<file path="src/rtl/cmd_dispatch_pkg.sv">
// Shared constants and types for the command dispatcher: frame bytes,
// legal address/request windows and the dispatcher FSM state type.
package cmd_dispatch_pkg;

    localparam logic [7:0] FRAME_HDR   = 8'hFF;
    localparam logic [7:0] FRAME_TRL   = 8'h7F;
    localparam logic [7:0] RSP_TIMEOUT = 8'hEE;

    localparam logic [7:0] ADDR_MIN = 8'h01;
    localparam logic [7:0] ADDR_MAX = 8'h20;
    localparam logic [7:0] REQ_MIN  = 8'h81;
    localparam logic [7:0] REQ_MAX  = 8'h88;

    typedef enum logic [1:0] {
        ST_IDLE  = 2'd0,
        ST_ISSUE = 2'd1,
        ST_WAIT  = 2'd2,
        ST_SEND  = 2'd3
    } state_t;

    function automatic logic pair_valid(input logic [7:0] addr, input logic [7:0] req);
        return (addr >= ADDR_MIN) && (addr <= ADDR_MAX) &&
               (req  >= REQ_MIN)  && (req  <= REQ_MAX);
    endfunction

endpackage

</file>
<file path="src/rtl/cmd_fifo.sv">
// Command queue: show-ahead FIFO with wrap-around pointers and an occupancy
// count. A push into a full queue is accepted only when a pop happens in the
// same cycle, so occupancy stays unchanged in that case.
module cmd_fifo #(
    parameter int WIDTH = 16,
    parameter int DEPTH = 4
) (
    input  logic             clk,
    input  logic             rst,
    input  logic             push,
    input  logic [WIDTH-1:0] din,
    input  logic             pop,
    output logic [WIDTH-1:0] dout,
    output logic             full,
    output logic             empty
);

    localparam int AW = (DEPTH > 1) ? $clog2(DEPTH) : 1;

    logic [WIDTH-1:0] mem [DEPTH];
    logic [AW-1:0]    wr_ptr;
    logic [AW-1:0]    rd_ptr;
    logic [AW:0]      count;
    logic             do_push;
    logic             do_pop;

    assign do_pop  = pop && !empty;
    assign do_push = push && (!full || do_pop);
    assign full    = (count == (AW+1)'(DEPTH));
    assign empty   = (count == '0);
    assign dout    = mem[rd_ptr];

    // pointer and occupancy bookkeeping
    always_ff @(posedge clk) begin
        if (rst) begin
            wr_ptr <= '0;
            rd_ptr <= '0;
            count  <= '0;
        end else begin
            if (do_push) wr_ptr <= wr_ptr + AW'(1);
            if (do_pop)  rd_ptr <= rd_ptr + AW'(1);
            case ({do_push, do_pop})
                2'b10:   count <= count + (AW+1)'(1);
                2'b01:   count <= count - (AW+1)'(1);
                default: count <= count;
            endcase
        end
    end

    // storage write; contents need no reset since empty gates every read
    always_ff @(posedge clk) begin
        if (do_push) mem[wr_ptr] <= din;
    end

endmodule

</file>
<file path="src/rtl/cmd_dispatch.sv">
// Command dispatcher: captures {End,Req} pairs from the frame parser, queues
// legal ones, issues them one at a time to the sensor interface and frames
// each response as FF addr code data 7F toward the UART transmitter.
// Optional feature macro: CMD_DISPATCH_TIMEOUT_EN (response timeout in WAIT).
//
//   state    | meaning
//   ---------+-------------------------------------------------------
//   ST_IDLE  | nothing in flight; pops the queue head when available
//   ST_ISSUE | sns_valid high with current command, waiting sns_ready
//   ST_WAIT  | command accepted, waiting for the sensor response
//   ST_SEND  | streaming the 5-byte response frame to the UART
module cmd_dispatch
    import cmd_dispatch_pkg::*;
#(
    parameter int FIFO_DEPTH     = 4,
    parameter int TIMEOUT_CYCLES = 50000
) (
    input  logic       clk,
    input  logic       rst,
    input  logic [7:0] End,
    input  logic [7:0] Req,
    output logic [7:0] sns_addr,
    output logic [7:0] sns_req,
    output logic       sns_valid,
    input  logic       sns_ready,
    input  logic       rsp_valid,
    input  logic [7:0] rsp_code,
    input  logic [7:0] rsp_data,
    output logic [7:0] tx_data,
    output logic       tx_valid,
    input  logic       tx_ready,
    output logic       busy,
    output logic       overflow,
    output logic       bad_cmd
);

    if (FIFO_DEPTH < 2 || TIMEOUT_CYCLES < 2) begin : g_param_check
        $error("cmd_dispatch: FIFO_DEPTH and TIMEOUT_CYCLES must be >= 2");
    end

    state_t      state_q;
    state_t      state_d;
    logic [15:0] pair_cur;
    logic [15:0] pair_prev;
    logic        capture;
    logic        cmd_ok;
    logic        fifo_push;
    logic        fifo_pop;
    logic        fifo_full;
    logic        fifo_empty;
    logic [15:0] fifo_head;
    logic [15:0] cur_cmd;
    logic [7:0]  rsp_code_q;
    logic [7:0]  rsp_data_q;
    logic [2:0]  byte_idx;
    logic        timeout_hit;

    assign pair_cur  = {End, Req};
    assign capture   = (pair_cur != 16'h0000) && (pair_cur != pair_prev);
    assign cmd_ok    = pair_valid(End, Req);
    assign fifo_push = capture && cmd_ok;

    cmd_fifo #(
        .WIDTH (16),
        .DEPTH (FIFO_DEPTH)
    ) u_fifo (
        .clk   (clk),
        .rst   (rst),
        .push  (fifo_push),
        .din   (pair_cur),
        .pop   (fifo_pop),
        .dout  (fifo_head),
        .full  (fifo_full),
        .empty (fifo_empty)
    );

`ifdef CMD_DISPATCH_TIMEOUT_EN
    localparam int TW = (TIMEOUT_CYCLES > 1) ? $clog2(TIMEOUT_CYCLES) : 1;

    logic [TW-1:0] wait_cnt;

    // cycles spent in WAIT; restarts from zero on every entry
    always_ff @(posedge clk) begin
        if (rst || state_q != ST_WAIT) wait_cnt <= '0;
        else                           wait_cnt <= wait_cnt + TW'(1);
    end

    assign timeout_hit = (state_q == ST_WAIT) && (wait_cnt == TW'(TIMEOUT_CYCLES - 1));
`else
    assign timeout_hit = 1'b0;
`endif

    // edge detection on the parser pair and the sticky error flags
    always_ff @(posedge clk) begin
        if (rst) begin
            pair_prev <= '0;
            overflow  <= 1'b0;
            bad_cmd   <= 1'b0;
        end else begin
            pair_prev <= pair_cur;
            if (capture && !cmd_ok)                     bad_cmd  <= 1'b1;
            if (fifo_push && fifo_full && !fifo_pop)    overflow <= 1'b1;
        end
    end

    // FSM state register
    always_ff @(posedge clk) begin
        if (rst) state_q <= ST_IDLE;
        else     state_q <= state_d;
    end

    // current command, latched response and frame byte index
    always_ff @(posedge clk) begin
        if (rst) begin
            cur_cmd    <= '0;
            rsp_code_q <= '0;
            rsp_data_q <= '0;
            byte_idx   <= '0;
        end else begin
            if (fifo_pop) cur_cmd <= fifo_head;
            if (state_q == ST_WAIT) begin
                if (rsp_valid) begin
                    rsp_code_q <= rsp_code;
                    rsp_data_q <= rsp_data;
                end else if (timeout_hit) begin
                    rsp_code_q <= RSP_TIMEOUT;
                    rsp_data_q <= 8'h00;
                end
            end
            if (state_q == ST_SEND) begin
                if (tx_ready) byte_idx <= (byte_idx == 3'd4) ? 3'd0 : byte_idx + 3'd1;
            end else begin
                byte_idx <= 3'd0;
            end
        end
    end

    // next-state and handshake outputs
    always_comb begin
        state_d   = state_q;
        fifo_pop  = 1'b0;
        sns_valid = 1'b0;
        tx_valid  = 1'b0;
        tx_data   = 8'h00;
        case (state_q)
            ST_IDLE: begin
                if (!fifo_empty) begin
                    fifo_pop = 1'b1;
                    state_d  = ST_ISSUE;
                end
            end
            ST_ISSUE: begin
                sns_valid = 1'b1;
                if (sns_ready) state_d = ST_WAIT;
            end
            ST_WAIT: begin
                if (rsp_valid || timeout_hit) state_d = ST_SEND;
            end
            ST_SEND: begin
                tx_valid = 1'b1;
                case (byte_idx)
                    3'd0:    tx_data = FRAME_HDR;
                    3'd1:    tx_data = cur_cmd[15:8];
                    3'd2:    tx_data = rsp_code_q;
                    3'd3:    tx_data = rsp_data_q;
                    default: tx_data = FRAME_TRL;
                endcase
                if (tx_ready && byte_idx == 3'd4) state_d = ST_IDLE;
            end
            default: state_d = ST_IDLE;
        endcase
    end

    assign sns_addr = cur_cmd[15:8];
    assign sns_req  = cur_cmd[7:0];
    assign busy     = (state_q != ST_IDLE) || !fifo_empty;

endmodule

</file>
<file path="config.mk">
export PLATFORM = sky130hd
export DESIGN_NAME = cmd_dispatch
export DESIGN_NICKNAME = d
export VERILOG_FILES = /design/src/rtl/cmd_dispatch_pkg.sv /design/src/rtl/cmd_fifo.sv /design/src/rtl/cmd_dispatch.sv
export SDC_FILE = /design/constraint.sdc
export NUM_CORES = 1
export LEC_CHECK = 0
export ABC_AREA = 1
export CAP_MARGIN = 0
export CORE_MARGIN = 4
export CORE_UTILIZATION = 40
export DETAILED_ROUTE_END_ITERATION = 16
export HOLD_SLACK_MARGIN = 0.12
export PLACE_DENSITY = 0.72
export SYNTH_ARGS = -nofsm -noshare
export SYNTH_HDL_FRONTEND = slang
export SYNTH_SLANG_ARGS = --single-unit
export TNS_END_PERCENT = 50
</file>
<file path="constraint.sdc">
create_clock -name clk -period 2.55 [get_ports clk]
set_input_delay 0.255 -clock clk [delete_from_list [all_inputs] [get_ports clk]]
set_output_delay 0.255 -clock clk [all_outputs]
set_load 0.005 [all_outputs]
</file>
[Word-level counts from Yosys, hierarchy flattened]
Memories as Yosys holds them, arrays and structs flattened. A register that Yosys moved wholly into a read port is not among the register bits.
Cells that the tools add are included.
Storage, ports and cells
  RAM bits: 64
  word-level logic and storage cells: 77
  memories kept: 1
  flip-flop bits (word level): 46
Memories
  u_fifo.mem: words 4, bits a word 16, rd ports 1, clocked after memory_dff 1, wr ports 1, RTL line cmd_fifo.sv:20  | logic [WIDTH-1:0] mem [DEPTH];
Operators by class
  mux-type cells: 15
  $add $sub $neg: 5
  magnitude comparators: 4
  equal/unequal tests: 15
  bitwise logic cells: 1
  reductions and logical operators: 26
Operator list (number)
  case mux 8 bit (4 select lines): 1
  inequality test 16 bit: 1
  nonzero test 16 bit: 1
  logical AND 1 bit: 11
  >= comparator 8 x 1 -> 1 bit, second input constant: 1
  >= comparator 8 bit, second input constant: 1
  less-or-equal comparator 8 x 6 -> 1 bit, second input constant: 1
  less-or-equal comparator 8 bit, second input constant: 1
  two-way mux 2 bit: 4
  two-way mux 8 bit: 1
  case mux 2 bit (4 select lines): 1
  adder 3 x 1 -> 3 bit, second input constant: 2
  == test 2 bit, second input constant: 3
  == test 3 x 2 -> 1 bit, second input constant: 2
  == test 3 bit, second input constant: 2
  logical NOT 3 bit: 2
  two-way mux 1 bit: 6
  inequality test 2 bit, second input constant: 3
  case mux 3 bit (2 select lines): 1
  adder 2 x 1 -> 2 bit, second input constant: 2
  == test 2 x 1 -> 1 bit, second input constant: 2
  logical NOT 1 bit: 4
  AND reduction 4 bit: 1
  nonzero test 2 bit: 2
  9 further kinds: 10

[Depth between registers and ports, before layout]
Gate-level depths: netlist (run 1).
  word-level depth: 8
  depth in mapped cells: 14
  depth with buffers taken out: 14

[By module]
Synthesis (run 1) repeated with hierarchy kept, for this count alone.
Second synthesis, totals
  cell total of the unflattened synthesis: 606
  area, all modules: 5439.0 µm²
By module, submodules not included
  cmd_fifo: sequential area each 2102.0 µm², area each 2866.5 µm², times used 1, cells an instance 228
  cmd_dispatch: sequential area each 1101.1 µm², area each 2572.5 µm², times used 1, cells an instance 378

[Worst setup path before layout (run 1)]
OpenSTA, ideal clock, no wires.
  path type: register to register
  start point: register state_q[0]
  end point: register u_fifo.count[2]
  cell stages (with the launch flop): 12
  slack: 518 ps
  data required time: 2480 ps
  arrival time: 1962 ps
  cells stage by stage: dfxtp_1 inv_1 ha_1 inv_1 a21oi_2 buf_2 ha_1 fa_1 a21oi_1 o21a_1 o21ai_0 a21oi_1
On the way
  word-level cells in the longest chain between the ends: 7
  elaborated cells between the ends (all ways): 9
  those cells by class: eq/ne (2); mux (2); reduce/logical (5)
Ends and longest elaborated chain
  from (decl): RTL line cmd_dispatch.sv:41  | state_t state_q;
  from (signal assigned): RTL line cmd_dispatch.sv:109  | else state_q <= state_d;
  logical NOT 2 bit *: RTL line cmd_dispatch.sv:145  | case (state_q)
  two-way mux 1 bit *: RTL line cmd_dispatch.sv:145
  net fifo_pop: RTL line cmd_dispatch.sv:48  | logic fifo_pop;
  logical AND 1 bit *: RTL line cmd_fifo.sv:27  | assign do_pop = pop && !empty;
  logical OR 1 bit: RTL line cmd_fifo.sv:28  | assign do_push = push && (!full || do_pop);
  logical AND 1 bit: RTL line cmd_fifo.sv:28
  == test 2 x 1 -> 1 bit / == test 2 bit (equally long branches): RTL line cmd_fifo.sv:42  | case ({do_push, do_pop})
  case mux 3 bit (2 select lines) / nonzero test 2 bit (equally long branches)
  to (signal assigned): RTL line cmd_fifo.sv:43  | 2'b10: count <= count + (AW+1)'(1);
  to (signal assigned): RTL line cmd_fifo.sv:44  | 2'b01: count <= count - (AW+1)'(1);
  to (signal assigned): RTL line cmd_fifo.sv:45  | default: count <= count;
  to (decl): RTL line cmd_fifo.sv:23  | logic [AW:0] count;
The timed path passes the listed nets; every way through them passes the cells marked *.
A chain may end at the register's enable or synchronous reset.

[Worst setup path in the final report (run 1)]
  start point: register byte_idx[0]
  end point: output tx_data[5]
On the way
  word-level cells in the longest chain between the ends: 3
  elaborated cells between the ends (all ways): 6
  those cells by class: eq/ne (3); mux (2); reduce/logical (1)
Ends and longest elaborated chain
  from (decl): RTL line cmd_dispatch.sv:55  | logic [2:0] byte_idx;
  from (signal assigned): RTL line cmd_dispatch.sv:131  | if (tx_ready) byte_idx <= (byte_idx == 3'd4) ? 3'd0 : byte_idx + 3'd1;
  == test 3 x 2 -> 1 bit, or another cell as far along: RTL line cmd_dispatch.sv:161  | case (byte_idx)
  case mux 8 bit (4 select lines) *: RTL line cmd_dispatch.sv:161
  two-way mux 8 bit *: RTL line cmd_dispatch.sv:145
  to (decl): RTL line cmd_dispatch.sv:29  | output logic [7:0] tx_data,
Mark *: on every way between the ends. The rest lies on a longest branch, timed or not.

==> impl_metrics.env, run 1 <==
export IMPL_status="complete, no violations"
export IMPL_dieArea_mm2=0.0153
export IMPL_wl_per_cell_um=14.3
export IMPL_firstDrtPassIters=5
export IMPL_layout_common_cells="nor2_1 (140), nand2_1 (75), o21ai_0 (68), edfxtp_1 (64)"
export IMPL_cpMaxStageDelayCell="dfxtp_2"
export IMPL_fin_crit_ps=2480
export IMPL_hp_class="reg2reg"
export IMPL_vias=4292
export IMPL_final_hold_viol_count=0
export IMPL_post_route_period_util_pct=97.3
export IMPL_setup_tns_ps=0
export IMPL_yosys_warnings=0
export IMPL_cts_hold_buffers=0
export IMPL_numPortBuffers=65
export IMPL_clock_fmax_mhz=403
export IMPL_cts_clk_slew_worst_paths_ps=60
export IMPL_yosysSeqAreaShare_pct=59.2
export IMPL_layout_commonest_cell="nor2_1"
export IMPL_vdd_ir_drop_max_mv=0.537
export IMPL_maxSlewHeadroom_pct=43.6
export IMPL_crit_family="buffers and inverters"
export IMPL_path_class="reg2out"
export IMPL_synth_edf_count=64
export IMPL_nets=733
export IMPL_avgSynthCellArea_um2=9.18
export IMPL_syn2layout_area_growth_pct=30.6
export IMPL_synthTopCellsByArea="edfxtp_1 (36%), dfxtp_1 (23%), nor2_1 (9.8%)"
export IMPL_insertion_delay_ps=410
export IMPL_pwr_share_comb_pct=23.5
export IMPL_synthCells=582
export IMPL_cts_buffers=17
export IMPL_critPathMaxFanout=9
export IMPL_p_leak_nw=2.83
export IMPL_ys_ff_latch=126
export IMPL_yosys_cell_types_count=35
export IMPL_drcViolationCount=0
export IMPL_antenna_cells=0
export IMPL_coreArea_mm2=0.0128
export IMPL_grt_pass1_vias=4262
export IMPL_start_util_pct=41.6
export IMPL_cap_violations=0
export IMPL_dpl_hpwl_um=8520
export IMPL_drtIter0Drc=210
export IMPL_required_ps=2300
export IMPL_power_switching_mw=1.85
export IMPL_tightest_slew_ps=845
export IMPL_drtAntennaViolNets=0
export IMPL_report_final_setup_viol=0
export IMPL_grt_antenna_before_repair=0
export IMPL_ys_flop_type="edfxtp_1"
export IMPL_synthesis_area_mm2=0.00534
export IMPL_power_density_mw_per_mm2=897
export IMPL_cp_num_buf_inv=5
export IMPL_htreeDepth=4
export IMPL_finalWirelength_um=12400
export IMPL_place_gp_congestion=0.788
export IMPL_clkPwrFrac_pct=36.7
export IMPL_yosysTopAreaCellShare_pct=36.0
export IMPL_die_x_um=124
export IMPL_grt_pass1_wl_um=19800
export IMPL_clockBufferDepth=2
export IMPL_worst_setup_path_end_kind="output pin"
export IMPL_drive_above_1_share_pct=12.1
export IMPL_path_cells="inv_1 -> ha_1 -> inv_1 -> nor2_1 -> buf_4 -> o31a_1 -> buf_4 -> a21oi_1 -> dlygate4sd2_1"
export IMPL_cp_arrival_ps=2230
export IMPL_start_kind="flop"
export IMPL_synth_largest_area_cell="edfxtp_1"
export IMPL_power_mw=6.25
export IMPL_p_int_mw=4.40
export IMPL_placementRows=41
export IMPL_finClkSkew_ps=7.80
export IMPL_grt_ovfl_total=0
export IMPL_cts_tree="built"
export IMPL_grt_total_usage_pct=16.9
export IMPL_hold_slack_ps=465
export IMPL_grt_max_degree=36
export IMPL_slew_viol_final=0
export IMPL_vias_per_cell=4.96
export IMPL_dieHeight_um=124
export IMPL_cts_root_buffer="clkbuf_16"
export IMPL_clock_sinks=126
export IMPL_ios=66
export IMPL_ys_async_sr_fraction_pct=0
export IMPL_crit_path_max_incr_delay_ps=360
export IMPL_syn_num_nets=635
export IMPL_seqPwrFrac_pct=39.8
export IMPL_p_sw_share_pct=29.6
export IMPL_nFillCells=1106
## timing repair
action	4_1_cts	5_1_grt
resized for setup	9	5
pin swaps	6	1
endpoints found under the setup margin	7	2
setup buffers	0	2
## power groups by stage
stage                     Clock, mW  Sequential (mW)  Combinational (mW)
final                          2.29             2.49                1.47
after global routing           2.42             2.51                1.65
after global placement            0             2.52                1.39
after detailed placement          0             2.53                1.46
after CTS                      2.33             2.49                1.48
after floorplan                   0             2.49               0.841
## logic make-up (layout without fill, tap and decap cells)
kind of cell    count (synthesis)  after routing  share of synthesized area [%]
xor+xnor                        1              1                          0.164
fa+ha+maj                      16             16                           3.89
buf+inv                        84            195                           6.16
simple gates                  231            231                           17.5
flops                         126            126                           59.2
compound gates                124            124                           13.1
## routing by layer
metal / vias up / share of wire, % / GRT usage (%) / wire length, um
met2: 141 / 50 / 29.0 / 6170
met3: 30 / 6.7 / 4.57 / 824
met5: - / 0 / 0 / 0
met4: 0 / 2.6 / 8.72 / 323
li1: 2125 / - / - / -
met1: 1996 / 41 / 19.3 / 5060
## worst register-to-register path, delay by kind of cell (launching register included)
family                   cells  cell delay, ps
AO/OA/AOI/OAI                4             550
adder cells (fa/ha/maj)      3             820
buffers and inverters        2             200
flip-flops                   1             320
AND/OR/NAND/NOR              2             280
## stage by stage
stage | worst slack [ps] | std cells | cell area (um^2) | utilization (%)
after global placement | -55.5 | 831 | 6380 | 49.7
after CTS | -17.3 | 863 | 6960 | 54.2
after detailed placement | -154 | 831 | 6380 | 49.7
final | 67.6 | 865 | 6980 | 54.4
after global routing | -18.3 | 865 | 6980 | 54.4
after floorplan | 518 | 582 | 5340 | -
## state kept, by name (all words and copies together), names as in the netlist
name / cells
bad_cmd: 1
byte_idx: 3
cur_cmd: 16
overflow: 1
pair_prev: 16
rsp_code_q: 8
rsp_data_q: 8
state_q: 2
u_fifo.count: 3
u_fifo.mem: 64
u_fifo.rd_ptr: 2
u_fifo.wr_ptr: 2
## cells in the mapped netlist (all sizes together), types with 2 or more instances
cell,n
buf,11
nand3,8
inv,62
nand4,2
clkbuf,11
nor2,144
a31oi,16
ha,15
a2111oi,2
a21oi,21
nand2,75
a22o,6
a211oi,2
o21ai,70
nor3,2
edfxtp,64
dfxtp,62
a41oi,2
## layout make-up
type	instances	area, um^2	area share, %
tap	172	215	3.09
clock buffer	20	467	6.69
inverter	62	233	3.34
clock inverter	12	109	1.56
multi-input combinational	372	1860	26.6
sequential	126	3170	45.4
timing repair buffer	101	928	13.3
## path summary, 6_finish.rpt
kind,start,end,slack [ps],depth (start not counted)
max,byte_idx[0],tx_data[5],70,9
min,bad_cmd,bad_cmd,460,2
max reg2reg,state_q[0],u_fifo.count[2],300,11
min reg2reg,bad_cmd,bad_cmd,460,2
Note: power is estimated with default switching activity, not from simulation.
==> inputs of run 2 (changes only) <==
Settings changed: CTS_CLUSTER_SIZE from default to 28.
Clock period 2.55 ns to 2.9 ns, I/O delays scaled along.
==> impl_metrics.env, run 2 (same netlist as run 1, synthesis figures left out) <==
export IMPL_status="complete, no violations"
export IMPL_start_kind="flop"
export IMPL_power_density_mw_per_mm2=798
export IMPL_insertion_delay_ps=410
export IMPL_ios=66
export IMPL_grt_use_met2_pct=28.8
export IMPL_fin_crit_ps=2740
export IMPL_layout_common_cells="nor2_1 (139), nand2_1 (75), o21ai_0 (68), clkdlybuf4s50_1 (65), edfxtp_1 (64)"
export IMPL_drive_above_1_share_pct=7.92
export IMPL_gr_usage_met3_pct=4.48
export IMPL_clockBufferDepth=2
export IMPL_setup_tns_ps=0
export IMPL_grt_max_degree=37
export IMPL_cp_arrival_ps=2450
export IMPL_vdd_ir_drop_max_mv=0.570
export IMPL_grt_ovfl_total=0
export IMPL_wl_per_cell_um=14.5
export IMPL_rr_startpoint="state_q[0]"
export IMPL_cts_buffers=17
export IMPL_dp_cells=809
export IMPL_dieHeight_um=124
export IMPL_clock_sinks=126
export IMPL_critPathMaxFanout=9
export IMPL_p_leak_nw=2.63
export IMPL_start_util_pct=41.6
export IMPL_ff2ff_setup_slack_ps=750
export IMPL_cts_tree="built"
export IMPL_maxSlewHeadroom_pct=42.4
export IMPL_cts_hold_buffers=0
export IMPL_grt_pass1_vias=4047
export IMPL_setup_slack_ps=159
export IMPL_dpl_hpwl_um=8090
export IMPL_numPortBuffers=65
export IMPL_hp_class="reg2reg"
export IMPL_worst_r2r_path_depth=11
export IMPL_top_regs="u_fifo.mem x64, cur_cmd x16, pair_prev x16"
export IMPL_dp_slack_ps=160
export IMPL_syn2layout_area_growth_pct=26.4
export IMPL_hold_slack_ps=457
export IMPL_nets=709
export IMPL_rsz0062_at_grt="false"
export IMPL_drcViolationCount=0
export IMPL_required_ps=2610
export IMPL_coreArea_mm2=0.0128
export IMPL_drtIter0Drc=295
export IMPL_endpoint="tx_data[2]"
export IMPL_die_x_um=124
export IMPL_grt_total_usage_pct=16.9
export IMPL_firstDrtPassIters=7
export IMPL_cts_root_buffer="clkbuf_16"
export IMPL_vias_per_cell=4.94
export IMPL_cts_clk_slew_worst_paths_ps=50
export IMPL_worstSetupStartpoint="byte_idx[0]"
export IMPL_vias=4155
export IMPL_slew_viol_final=0
export IMPL_nFillCells=1144
export IMPL_fin_area_mm2=0.00675
export IMPL_drtAntennaViolNets=0
export IMPL_grt_busiest_layer="met2"
export IMPL_power_mw=5.38
export IMPL_grt_use_met1_pct=20.0
export IMPL_worst_setup_path_end_kind="output pin"
export IMPL_antenna_cells=0
export IMPL_layout_commonest_cell="nor2_1"
export IMPL_largest_reg_flops=64
export IMPL_tightest_slew_ps=864
export IMPL_placementRows=41
export IMPL_dieArea_mm2=0.0153
export IMPL_layout_cells_non_filler=841
export IMPL_finalWirelength_um=12200
export IMPL_place_gp_congestion=0.815
export IMPL_r2r_end="u_fifo.count[2]"
export IMPL_report_final_setup_viol=0
export IMPL_finClkSkew_ps=8.20
export IMPL_clock_fmax_mhz=365
export IMPL_post_route_period_util_pct=94.5
export IMPL_placedInstanceArea_mm2=0.00620
export IMPL_regMostFlops="u_fifo.mem"
export IMPL_path_class="reg2out"
export IMPL_cap_violations=0
export IMPL_grt_antenna_before_repair=0
export IMPL_post_route_util_pct=52.6
export IMPL_htreeDepth=4
export IMPL_final_hold_viol_count=0
export IMPL_grt_pass1_wl_um=19600
run 2: changes by cell type in the layout (fill, tap and decap cells not counted), sizes merged:
cell / previous run / this run
clkbuf: 21 / 18
dlygate4sd2: 4 / 0
clkdlybuf4s50: 58 / 65
dlymetal6s2s: 2 / 0
inv: 65 / 64
clkinvlp: 3 / 4
buf: 36 / 12
clkinv: 5 / 7
run 2: worst min-delay path by stage:
stage,slack [ps],cells past startpoint,end,from
6_report,460,2,overflow,overflow
5_1_grt,490,2,bad_cmd,bad_cmd
4_1_cts,460,2,bad_cmd,bad_cmd
3_5_place_dp,450,2,bad_cmd,bad_cmd
3_3_place_gp,450,2,bad_cmd,bad_cmd
2_1_floorplan,390,0,u_fifo.mem[0][0],Req[0]
run 2: layer usage:
metal	vias to the layer above	part of all wire, %
li1	2075	-
met1	1933	43
met2	126	49
met3	21	6.3
met4	0	2.1
met5	-	0
run 2: layout make-up:
class / instances / area (um^2) / share of cell area, %
Multi-Input combinational cell: 372 / 1850 / 27.4
Sequential cell: 126 / 3160 / 46.9
Clock buffer: 18 / 429 / 6.36
Clock inverter: 14 / 119 / 1.76
Tap cell: 172 / 215 / 3.19
Timing Repair Buffer: 77 / 741 / 11.0
Inverter: 62 / 233 / 3.45
run 2: repair_timing:
| item | in CTS | in global routing |
|---|---|---|
| resized for setup | 0 | 1 |
| buffers inserted | 0 | 0 |
| setup endpoints to repair | 0 | 6 |
run 2: where the power goes:
| part | leakage (nW) | internal, mW | switching, mW |
|---|---|---|---|
| clock | 0.260 | 1.17 | 0.764 |
| sequential | 1.08 | 2.06 | 0.145 |
| combinational | 1.29 | 0.548 | 0.701 |
run 2: critical path, cell delays in order, from the launching register on:
cell and delay (ps):
dfxtp_1 340, ha_1 210, ha_1 300, o31a_1 430, a41oi_1 230, clkdlybuf4s50_1 540
